==> config.mk <==
export PLATFORM = sky130hd
export DESIGN_NAME = gs_round_sched_flat
export DESIGN_NICKNAME = d
export VERILOG_FILES = /design/src/rtl/gs_round_sched_pkg.sv /design/src/rtl/gs_round_sched_if.sv /design/src/rtl/gs_round_sched_rd_skid_fifo.sv /design/src/rtl/gs_round_sched.sv /design/src/flat_wrapper.sv
export SDC_FILE = /design/constraint.sdc
export NUM_CORES = 1
export LEC_CHECK = 0
export BUFFER_PORTS_ARGS = -buffer_cell sky130_fd_sc_hd__buf_2
export CORE_MARGIN = 10
export CORE_UTILIZATION = 35
export CTS_BUF_LIST = sky130_fd_sc_hd__clkbuf_16
export DETAILED_ROUTE_END_ITERATION = 8
export GPL_ROUTABILITY_DRIVEN = 0
export PLACE_DENSITY = 0.68
export SYNTH_ARGS = -nofsm -noshare
export SYNTH_HDL_FRONTEND = slang
export SYNTH_SLANG_ARGS = --single-unit
==> constraint.sdc <==
create_clock -name clk -period 2.2 [get_ports clk]
set_clock_uncertainty 0.1 [all_clocks]
set_input_delay 0.11 -clock clk [delete_from_list [all_inputs] [get_ports clk]]
set_output_delay 0.11 -clock clk [all_outputs]
set_load 0.02 [all_outputs]
==> src/rtl/gs_round_sched_pkg.sv <==
// Shared definitions for the Gaussian-elimination round scheduler:
// FSM state encoding and sizing helpers.
package gs_round_sched_pkg;

  typedef enum logic [2:0] {
    ST_IDLE,
    ST_LOAD,
    ST_ELIM_GO,
    ST_ELIM_WAIT,
    ST_UNLOAD,
    ST_FIN
  } state_t;

  // One slot per in-flight read plus one so a stalled consumer never drops data.
  function automatic int fifo_depth(input int read_delay);
    return read_delay + 1;
  endfunction

  function automatic int idx_width(input int n);
    return (n > 1) ? $clog2(n) : 1;
  endfunction

endpackage

==> src/rtl/gs_round_sched_if.sv <==
// Row-load and result streams of the round scheduler, valid/ready handshaked.
// master drives load rows and consumes results; slave is the scheduler.
interface gs_round_sched_if #(
  parameter int L = 4
) ();
  logic         load_valid;
  logic         load_ready;
  logic [L-1:0] load_data;
  logic         out_valid;
  logic         out_ready;
  logic [L-1:0] out_data;

  modport master (
    output load_valid, load_data, out_ready,
    input  load_ready, out_valid, out_data
  );

  modport slave (
    input  load_valid, load_data, out_ready,
    output load_ready, out_valid, out_data
  );
endinterface

==> src/rtl/gs_round_sched_rd_skid_fifo.sv <==
// Small circular FIFO catching unload read data; zero-latency read (pop_data
// shows the head). Pushes when full and pops when empty are dropped.
module rd_skid_fifo
  import gs_round_sched_pkg::*;
#(
  parameter  int DEPTH = 3,
  parameter  int W     = 4,
  localparam int CW    = $clog2(DEPTH + 1)
) (
  input  logic          clk,
  input  logic          rst_b,
  input  logic          push,
  input  logic [W-1:0]  push_data,
  input  logic          pop,
  output logic [W-1:0]  pop_data,
  output logic [CW-1:0] count,
  output logic          empty
);

  localparam int PW = idx_width(DEPTH);

  logic [W-1:0]  store [DEPTH];
  logic [PW-1:0] wr_ptr;
  logic [PW-1:0] rd_ptr;
  logic          do_push;
  logic          do_pop;

  function automatic logic [PW-1:0] bump(input logic [PW-1:0] p);
    return (p == PW'(DEPTH - 1)) ? '0 : p + PW'(1);
  endfunction

  assign empty    = (count == '0);
  assign do_push  = push && (count != CW'(DEPTH));
  assign do_pop   = pop && !empty;
  assign pop_data = empty ? '0 : store[rd_ptr];

  always_ff @(posedge clk or negedge rst_b) begin
    if (!rst_b) begin
      wr_ptr <= '0;
      rd_ptr <= '0;
      count  <= '0;
      for (int i = 0; i < DEPTH; i++) store[i] <= '0;
    end else begin
      if (do_push) begin
        store[wr_ptr] <= push_data;
        wr_ptr        <= bump(wr_ptr);
      end
      if (do_pop) rd_ptr <= bump(rd_ptr);
      case ({do_push, do_pop})
        2'b10:   count <= count + CW'(1);
        2'b01:   count <= count - CW'(1);
        default: count <= count;
      endcase
    end
  end

endmodule

==> src/rtl/gs_round_sched.sv <==
// Job sequencer: loads rows, hands the memory to the elimination controller per round,
// then unloads D result rows through a skid FIFO so out_ready stalls never lose data.
module gs_round_sched
  import gs_round_sched_pkg::*;
#(
  parameter  int K          = 6,
  parameter  int K1         = 5,
  parameter  int L          = 4,
  parameter  int D          = 2,
  parameter  int NUM_ROUNDS = 2,
  parameter  int READ_DELAY = 2,
  localparam int AW         = $clog2(K)
) (
  input  logic          clk,
  input  logic          rst_b,
  input  logic          start,
  output logic          busy,
  output logic          done,
  gs_round_sched_if.slave strm,
  output logic          ge_start,
  output logic          ge_mat_sel,
  output logic          ge_is_last,
  input  logic          ge_done,
  input  logic [AW-1:0] ge_addra,
  input  logic [AW-1:0] ge_addrb,
  input  logic          ge_rwa,
  input  logic          ge_rwb,
  input  logic [L-1:0]  ge_doutb,
  output logic [AW-1:0] mem_addra,
  output logic [AW-1:0] mem_addrb,
  output logic          mem_rwa,
  output logic          mem_rwb,
  output logic [L-1:0]  mem_dinb,
  input  logic [L-1:0]  mem_douta
);

  localparam int RW    = $clog2(K + 1);
  localparam int NW    = $clog2(NUM_ROUNDS + 1);
  localparam int UW    = $clog2(D + 1);
  localparam int DEPTH = fifo_depth(READ_DELAY);
  localparam int CW    = $clog2(DEPTH + 1);

  state_t                state;
  logic [RW-1:0]         row_cnt;
  logic [NW-1:0]         round;
  logic [UW-1:0]         issue_cnt;
  logic [UW-1:0]         pop_cnt;
  logic                  load_ready_q;
  logic [READ_DELAY-1:0] rd_pipe;
  logic [CW-1:0]         inflight;
  logic [CW-1:0]         fifo_count;
  logic                  fifo_empty;
  logic [L-1:0]          fifo_dout;

  logic          load_fire;
  logic          pop;
  logic          rd_issue;
  logic          last_round;
  logic [RW-1:0] rows_m1;

  assign strm.load_ready = load_ready_q;
  assign strm.out_valid  = !fifo_empty;
  assign strm.out_data   = fifo_dout;

  assign load_fire  = strm.load_valid & load_ready_q;
  assign pop        = strm.out_valid & strm.out_ready;
  assign last_round = (round == NW'(NUM_ROUNDS - 1));
  assign rows_m1    = (round == '0) ? RW'(K - 1) : RW'(K1 - 1);

  always_comb begin
    inflight = '0;
    for (int i = 0; i < READ_DELAY; i++) inflight = inflight + CW'(rd_pipe[i]);
  end

  // Count reads still in the memory pipe as already occupying a FIFO slot.
  assign rd_issue = (state == ST_UNLOAD) && (issue_cnt < UW'(D)) &&
                    (({1'b0, inflight} + {1'b0, fifo_count}) < (CW + 1)'(DEPTH));

  always_ff @(posedge clk or negedge rst_b) begin
    if (!rst_b) begin
      rd_pipe <= '0;
    end else begin
      rd_pipe[0] <= rd_issue;
      for (int i = 1; i < READ_DELAY; i++) rd_pipe[i] <= rd_pipe[i-1];
    end
  end

  rd_skid_fifo #(
    .DEPTH (DEPTH),
    .W     (L)
  ) u_rd_fifo (
    .clk       (clk),
    .rst_b     (rst_b),
    .push      (rd_pipe[READ_DELAY-1]),
    .push_data (mem_douta),
    .pop       (pop),
    .pop_data  (fifo_dout),
    .count     (fifo_count),
    .empty     (fifo_empty)
  );

  always_comb begin
    mem_addra = '0;
    mem_addrb = '0;
    mem_rwa   = 1'b0;
    mem_rwb   = 1'b0;
    mem_dinb  = '0;
    case (state)
      ST_LOAD: begin
        mem_addrb = row_cnt[AW-1:0];
        mem_rwb   = load_fire;
        mem_dinb  = strm.load_data;
      end
      ST_ELIM_WAIT: begin
        mem_addra = ge_addra;
        mem_addrb = ge_addrb;
        mem_rwa   = ge_rwa;
        mem_rwb   = ge_rwb;
        mem_dinb  = ge_doutb;
      end
      ST_UNLOAD: begin
        if (rd_issue) mem_addra = AW'(issue_cnt);
      end
      default: ;
    endcase
  end

  always_ff @(posedge clk or negedge rst_b) begin
    if (!rst_b) begin
      state        <= ST_IDLE;
      row_cnt      <= '0;
      round        <= '0;
      issue_cnt    <= '0;
      pop_cnt      <= '0;
      load_ready_q <= 1'b0;
      busy         <= 1'b0;
      done         <= 1'b0;
      ge_start     <= 1'b0;
      ge_mat_sel   <= 1'b0;
      ge_is_last   <= 1'b0;
    end else begin
      case (state)
        ST_IDLE: begin
          if (start) begin
            state        <= ST_LOAD;
            busy         <= 1'b1;
            load_ready_q <= 1'b1;
            row_cnt      <= '0;
            round        <= '0;
          end
        end
        ST_LOAD: begin
          if (load_fire) begin
            row_cnt <= row_cnt + RW'(1);
            if (row_cnt == rows_m1) begin
              load_ready_q <= 1'b0;
              state        <= ST_ELIM_GO;
              ge_start     <= 1'b1;
              ge_mat_sel   <= (round != '0);
              ge_is_last   <= last_round;
            end
          end
        end
        ST_ELIM_GO: begin
          ge_start <= 1'b0;
          state    <= ST_ELIM_WAIT;
        end
        ST_ELIM_WAIT: begin
          if (ge_done) begin
            ge_mat_sel <= 1'b0;
            ge_is_last <= 1'b0;
            if (!last_round) begin
              round        <= round + NW'(1);
              row_cnt      <= '0;
              load_ready_q <= 1'b1;
              state        <= ST_LOAD;
            end else begin
              issue_cnt <= '0;
              pop_cnt   <= '0;
              state     <= ST_UNLOAD;
            end
          end
        end
        ST_UNLOAD: begin
          if (rd_issue) issue_cnt <= issue_cnt + UW'(1);
          if (pop) begin
            pop_cnt <= pop_cnt + UW'(1);
            if (pop_cnt == UW'(D - 1)) begin
              state <= ST_FIN;
              done  <= 1'b1;
            end
          end
        end
        ST_FIN: begin
          done  <= 1'b0;
          busy  <= 1'b0;
          state <= ST_IDLE;
        end
        default: state <= ST_IDLE;
      endcase
    end
  end

endmodule

==> src/flat_wrapper.sv <==
// flat-port wrapper written by rule: the top's interface ports become plain ports
module gs_round_sched_flat import gs_round_sched_pkg::*;
#(
  parameter  int K          = 6,
  parameter  int K1         = 5,
  parameter  int L          = 4,
  parameter  int D          = 2,
  parameter  int NUM_ROUNDS = 2,
  parameter  int READ_DELAY = 2,
  localparam int AW         = $clog2(K)
)
  (clk, rst_b, start, busy, done, ge_start, ge_mat_sel, ge_is_last, ge_done, ge_addra, ge_addrb, ge_rwa, ge_rwb, ge_doutb, mem_addra, mem_addrb, mem_rwa, mem_rwb, mem_dinb, mem_douta, strm_load_valid, strm_load_data, strm_out_ready, strm_load_ready, strm_out_valid, strm_out_data);
  gs_round_sched_if #(.L(L)) strm_i ();
  input  logic clk;
  input  logic rst_b;
  input  logic start;
  output logic busy;
  output logic done;
  output logic ge_start;
  output logic ge_mat_sel;
  output logic ge_is_last;
  input  logic ge_done;
  input  logic [AW-1:0] ge_addra;
  input  logic [AW-1:0] ge_addrb;
  input  logic ge_rwa;
  input  logic ge_rwb;
  input  logic [L-1:0] ge_doutb;
  output logic [AW-1:0] mem_addra;
  output logic [AW-1:0] mem_addrb;
  output logic mem_rwa;
  output logic mem_rwb;
  output logic [L-1:0] mem_dinb;
  input  logic [L-1:0] mem_douta;
  input wire logic [$bits(strm_i.load_valid)-1:0] strm_load_valid;
  input wire logic [$bits(strm_i.load_data)-1:0] strm_load_data;
  input wire logic [$bits(strm_i.out_ready)-1:0] strm_out_ready;
  output wire logic [$bits(strm_i.load_ready)-1:0] strm_load_ready;
  output wire logic [$bits(strm_i.out_valid)-1:0] strm_out_valid;
  output wire logic [$bits(strm_i.out_data)-1:0] strm_out_data;
  assign strm_i.load_valid = strm_load_valid;
  assign strm_i.load_data = strm_load_data;
  assign strm_i.out_ready = strm_out_ready;
  assign strm_load_ready = strm_i.load_ready;
  assign strm_out_valid = strm_i.out_valid;
  assign strm_out_data = strm_i.out_data;
  gs_round_sched #(.K(K), .K1(K1), .L(L), .D(D), .NUM_ROUNDS(NUM_ROUNDS), .READ_DELAY(READ_DELAY)) u_core (.clk(clk), .rst_b(rst_b), .start(start), .busy(busy), .done(done), .strm(strm_i), .ge_start(ge_start), .ge_mat_sel(ge_mat_sel), .ge_is_last(ge_is_last), .ge_done(ge_done), .ge_addra(ge_addra), .ge_addrb(ge_addrb), .ge_rwa(ge_rwa), .ge_rwb(ge_rwb), .ge_doutb(ge_doutb), .mem_addra(mem_addra), .mem_addrb(mem_addrb), .mem_rwa(mem_rwa), .mem_rwb(mem_rwb), .mem_dinb(mem_dinb), .mem_douta(mem_douta));
endmodule
Word level (Yosys, flattened, before mapping)
Cells that the tools add are included.
{"block": "totals", "in_bits": 26, "regBits": 38, "output_inout_bits": 23, "word_cells": 147}
{"block": "op_classes", "reduce_logical": 28, "muxes": 60, "addsub": 10, "n_eq_ne": 22, "bitwise": 4, "magnitude_cmp": 5}
{"operator": "$mux W3", "n": 11}
{"operator": "$mux W2", "n": 10}
{"operator": "$mux W1", "n": 16}
{"operator": "$mux W4", "n": 4}
{"operator": "$pmux W2 S2", "n": 4}
{"operator": "$reduce_and A4 Y1", "n": 4}
{"operator": "$reduce_bool A2 Y1", "n": 8}
{"operator": "$pmux W3 S5", "n": 1}
{"operator": "$add A2 B1 Y2 const B", "n": 6}
{"operator": "$bwmux W12", "n": 1}
{"operator": "$ne A2 B2 Y1 const B", "n": 6}
{"operator": "$pmux W1 S2", "n": 6}
{"operator": "$pmux W3 S2", "n": 2}
{"operator": "$reduce_and A6 Y1", "n": 2}
{"operator": "$pmux W3 S3", "n": 1}
{"operator": "$bmux W4 S2", "n": 1}
{"operator": "$demux W4 S2", "n": 1}
{"operator": "$ne A2 B1 Y1 const B", "n": 4}
{"operator": "$pmux W4 S2", "n": 1}
{"operator": "$eq A2 B1 Y1 const B", "n": 3}
{"operator": "$eq A2 B2 Y1 const B", "n": 3}
{"operator": "$eq A3 B2 Y1 const B", "n": 2}
{"operator": "$eq A3 B3 Y1 const B", "n": 2}
{"operator": "$ge A3 B3 Y1 const B", "n": 2}
{"operator": "other kinds (20)", "n": 28}

Longest topological paths before layout
{"block": "logic_depth", "ltp_word": 6, "mapped_depth": 6, "ltp_nobuf": 6}

Modules after synthesis
Synthesis repeated with hierarchy kept, for this count alone.
{"block": "unflattened", "hier_cells": 197, "hier_area_um2": 2079.5}
{"module": "gs_round_sched", "instances": 1, "seq_area_each_um2": 500.5, "area_per_inst_um2": 1229.9, "cells_per_inst": 129}
{"module": "rd_skid_fifo", "instances": 1, "seq_area_each_um2": 450.4, "area_per_inst_um2": 849.6, "cells_per_inst": 68}

Worst setup path after synthesis
No wires, ideal clock.
{"block": "synth_timing", "kind": "register -> output", "startpoint": "register u_core.u_rd_fifo.count[0]", "endpoint": "output port mem_addra[0]", "n_path_buf": 0, "setup_slack_ps": 178, "required_ps": 1990, "stages_incl_launch_ff": 5, "t_arrival_ps": 1812, "cell_sequence": "dfrtp_1 -> fa_1 -> ha_1 -> a2111oi_4 -> a22o_1"}
{"block": "synth_via", "elab_chain_cells": 5}
{"item": "start, declared", "line": "gs_round_sched_rd_skid_fifo.sv:16", "text": "output logic [CW-1:0] count,"}
{"item": "start signal, assigned", "line": "gs_round_sched_rd_skid_fifo.sv:50", "text": "2'b10: count <= count + CW'(1);"}
{"item": "start signal, assigned", "line": "gs_round_sched_rd_skid_fifo.sv:51", "text": "2'b01: count <= count - CW'(1);"}
{"item": "start signal, assigned", "line": "gs_round_sched_rd_skid_fifo.sv:52", "text": "default: count <= count;"}
{"item": "$add A2 B2 Y3", "line": "gs_round_sched.sv:77", "text": "(({1'b0, inflight} + {1'b0, fifo_count}) < (CW + 1)'(DEPTH));"}
{"item": "$lt A3 B2 Y1", "line": "gs_round_sched.sv:77"}
{"item": "$logic_and A1 B1 Y1", "line": "gs_round_sched.sv:76", "text": "assign rd_issue = (state == ST_UNLOAD) && (issue_cnt < UW'(D)) &&"}
{"item": "via u_core.rd_issue", "line": "gs_round_sched.sv:57", "text": "logic rd_issue;"}
{"item": "$mux W2", "line": "gs_round_sched.sv:122", "text": "if (rd_issue) mem_addra = AW'(issue_cnt);"}
{"item": "$pmux W3 S2", "line": "gs_round_sched.sv:108", "text": "case (state)"}
{"item": "end, declared", "line": "flat_wrapper.sv:28", "text": "output logic [AW-1:0] mem_addra;"}
The timed path passes the listed nets, and every way through them passes these cells.

Worst setup path after layout
{"block": "layout_timing", "startpoint": "register u_core.rd_pipe[1]", "endpoint": "output port mem_addra[0]"}
{"block": "layout_via", "elab_chain_cells": 6}
{"item": "start, declared", "line": "gs_round_sched.sv:49", "text": "logic [READ_DELAY-1:0] rd_pipe;"}
{"item": "start signal, assigned", "line": "gs_round_sched.sv:81", "text": "rd_pipe <= '0;"}
{"item": "$add A1 B1 Y2", "line": "gs_round_sched.sv:72", "text": "for (int i = 0; i < READ_DELAY; i++) inflight = inflight + CW'(rd_pipe[i]);"}
{"item": "$add A2 B2 Y3", "line": "gs_round_sched.sv:77"}
{"item": "$lt A3 B2 Y1", "line": "gs_round_sched.sv:77"}
{"item": "$logic_and A1 B1 Y1", "line": "gs_round_sched.sv:76"}
{"item": "via u_core.rd_issue", "line": "gs_round_sched.sv:57"}
{"item": "$mux W2", "line": "gs_round_sched.sv:122"}
{"item": "$pmux W3 S2", "line": "gs_round_sched.sv:108"}
The timed path passes the listed nets, and every way through them passes these cells.

==> flow_summary.toml <==
[routing]
drtIter0Drc = 89
dr.pass1.iters = 4
drt_wl_total_um = 4500
vias = 1553
wl_per_cell_um = 13.9
viasPerCell = 4.79
ant_nets = 0
drcViolationCount = 0

[floorplanning]
io_pins = 49
die_area_sq_um = 9060
die_w_um = 95.2
die_h_um = 95.2
core_sq_um = 5510
start_util_pct = 35.9
rows = 27

[clock_tree]
clk_pin_slew_ns = 0.05
cts_buffers = 5
clockBufferDepth = 2
clkLatencyLatePin_ns = 0.28
cts.sinks = 38
cts_tree = "done"
cts-root-buf = "clkbuf_16"
htreeDepth = 2

[sta]
final_hold_viol_count = 0
tightest_slew_ns = 0.847
relSlewSlack_pct = 43.5
slew_viol_final = 0
worst_slack_ns = 0.0319
rsz0062_at_grt = "yes"
fin_crit_sh_pct = 98.6
fmax_ghz = 0.461
setup_viol = 0
period_needed_ns = 2.17

[place]
pre_cts_slack_ns = 0.160
portBuffers = 48
place_hpwl_um = 3400

[run]
drv_cap = 0

[cells_and_area]
antennaDiodeCount = 0
nets = 285
area_delta_synth_final_pct = 29.8
num-fill-cells = 509
final_common_cell = "buf_2"
most-common-layout-cells = "buf_2 (47), dfrtp_1 (38), nor2_1 (21), nand2_1 (15), mux2i_1 (13)"
layout-drive-gt1-share_pct = 31.3

[critical_path]
cp.required_ns = 1.99
path_cells = "fa_2 -> ha_4 -> a2111oi_4 -> a22o_1 -> buf_6"
rr_startpoint = "u_core.rd_pipe[1]"
cp_slowest_cell = "fa_2"
endpoint_kind = "output pin"
arrival_ns = 1.96
slowest_delay_ns = 0.41
crit_buf_inv = 1
cp_top_family = "adder cells"
start_kind = "flop"
path_class = "reg -> out"
critPathMaxFanout = 2
cp-startpoint = "u_core.rd_pipe[1]"

[pwr]
vdd_drop_max_v = 0.000467
fin_total_pwr_uw = 3070
p_per_area_nw_per_um2 = 1190
cellLeakagePower_uw = 0.00125

[min_path]
holdCritPathClass = "in -> reg"
min_from = "ge_done"

[global_route]
grt_pass1_wl_um = 7460
grt_usage_pct = 10.3
antenna_found_initial = 0
grt-ovfl-total = 0
grt_max_degree = 39
grt_pass1_vias = 1574

[synthesis]
synth-seq-area-share_pct = 48.0
postSynthCellCount = 188
yosysWarnings = 0
netlist_area_sq_um = 1980
syn_area_per_cell_sq_um = 10.5
synth_nets = 221
synth_seq_cells = 38
ys_types = 43

[outcome]
status = "finished, final reports clean"
## registers in the layout, indices dropped and copies added, names as in the netlist, 2 cells and up
register	flops
u_core.issue_cnt	2
u_core.pop_cnt	2
u_core.rd_pipe	2
u_core.round	2
u_core.row_cnt	3
u_core.state	3
u_core.u_rd_fifo.count	2
u_core.u_rd_fifo.rd_ptr	2
u_core.u_rd_fifo.store	12
u_core.u_rd_fifo.wr_ptr	2
## through the flow
stage / std cells / hold WS, ns / TNS [ns] / area, sq um / utilization (%)
CTS: 324 / 0.0129 / -0.0354 / 2570 / 46.7
detailed placement: 311 / 0.169 / 0 / 2360 / 42.8
global route: 324 / 0.0306 / -0.0289 / 2570 / 46.7
global placement: 311 / 0.161 / 0 / 2360 / 42.8
finish: 324 / 0.0179 / 0 / 2570 / 46.7
floorplan: 188 / -0.286 / 0 / 1980 / -
## final timing paths
kind                                        endpoint  slack, ns  cells past startpoint
min reg2reg                        u_core.rd_pipe[1]       0.30                      0
max                                     mem_addra[0]       0.03                      5
min in group asynchronous  u_core.u_rd_fifo.store[5]       0.38                      2
max in group asynchronous  u_core.u_rd_fifo.store[7]       1.08                      2
max reg2reg                      u_core.issue_cnt[0]       0.19                      7
min                              u_core.issue_cnt[1]       0.02                      2
## Yosys cell counts, drive strengths merged
cell type  count  share of area (%)
dfrtp         38                 48
nor2          21                4.0
nand2         15                2.8
mux2i         13                6.6
mux2          12                6.8
a21oi          9                2.3
inv            8                1.5
a21o           6                2.3
clkbuf         6                1.1
ha             6                3.8
nor3           5                1.5
o21ai          5                1.3
and2           4                1.3
nand3          4                1.0
a22o           3                1.3
a31oi          3               0.95
xnor2          3                1.3
nor2b          2               0.63
nor3b          2               0.76
or3b           2                1.0
xor2           2               0.89
a2111oi        1                1.4
a21bo          1               0.51
a21boi         1               0.38
a31o           1               0.44
a41oi          1               0.44
and3           1               0.32
and3b          1               0.44
buf            1               0.19
fa             1                1.0
nand2b         1               0.32
nand3b         1               0.38
nand4          1               0.32
o2111ai        1               0.44
o21a           1               0.38
o21bai         1               0.38
o22ai          1               0.32
o2bb2ai        1               0.44
o31ai          1               0.38
or3            1               0.32
## cell families after synthesis
logic type | synth area share [%]
flip-flops | 48.0
adder cells (fa/ha/maj) | 4.80
multiplexers | 13.4
AND/OR/NAND/NOR | 15.1
buffers and inverters | 2.84
XOR/XNOR | 2.21
AO/OA/AOI/OAI | 13.6
## repair_timing
action                                 4_1_cts  5_1_grt
gates cloned                                 0        0
pin swaps                                    3        2
buffers inserted                             1        0
hold buffers                                 5        0
resized for setup                            4        0
setup endpoints to repair                    1        1
endpoints found under the hold margin       46        0
## cell type report
| type | count | area, sq um | area share (%) |
|---|---|---|---|
| Clock inverter | 2 | 7.51 | 0.292 |
| Multi-Input combinational cell | 135 | 987 | 38.4 |
| Timing Repair Buffer | 64 | 379 | 14.8 |
| Sequential cell | 38 | 951 | 37.0 |
| Inverter | 8 | 30.0 | 1.17 |
| Clock buffer | 5 | 125 | 4.87 |
| Tap cell | 72 | 90.1 | 3.51 |
## metal layers
layer | GRT usage [%] | up-vias | part of all wire [%]
li1 | - | 790 | -
met1 | 12.3 | 738 | 44
met2 | 17.3 | 23 | 52
met3 | 2.83 | 2 | 3.0
met4 | 3.37 | 0 | 0.38
met5 | 0 | - | 0
## power by group
part,internal (uW),switching (uW),total [uW]
clock network,404,246,650
logic,585,818,1400
registers,858,157,1020
(Power assumes the default switching activity.)
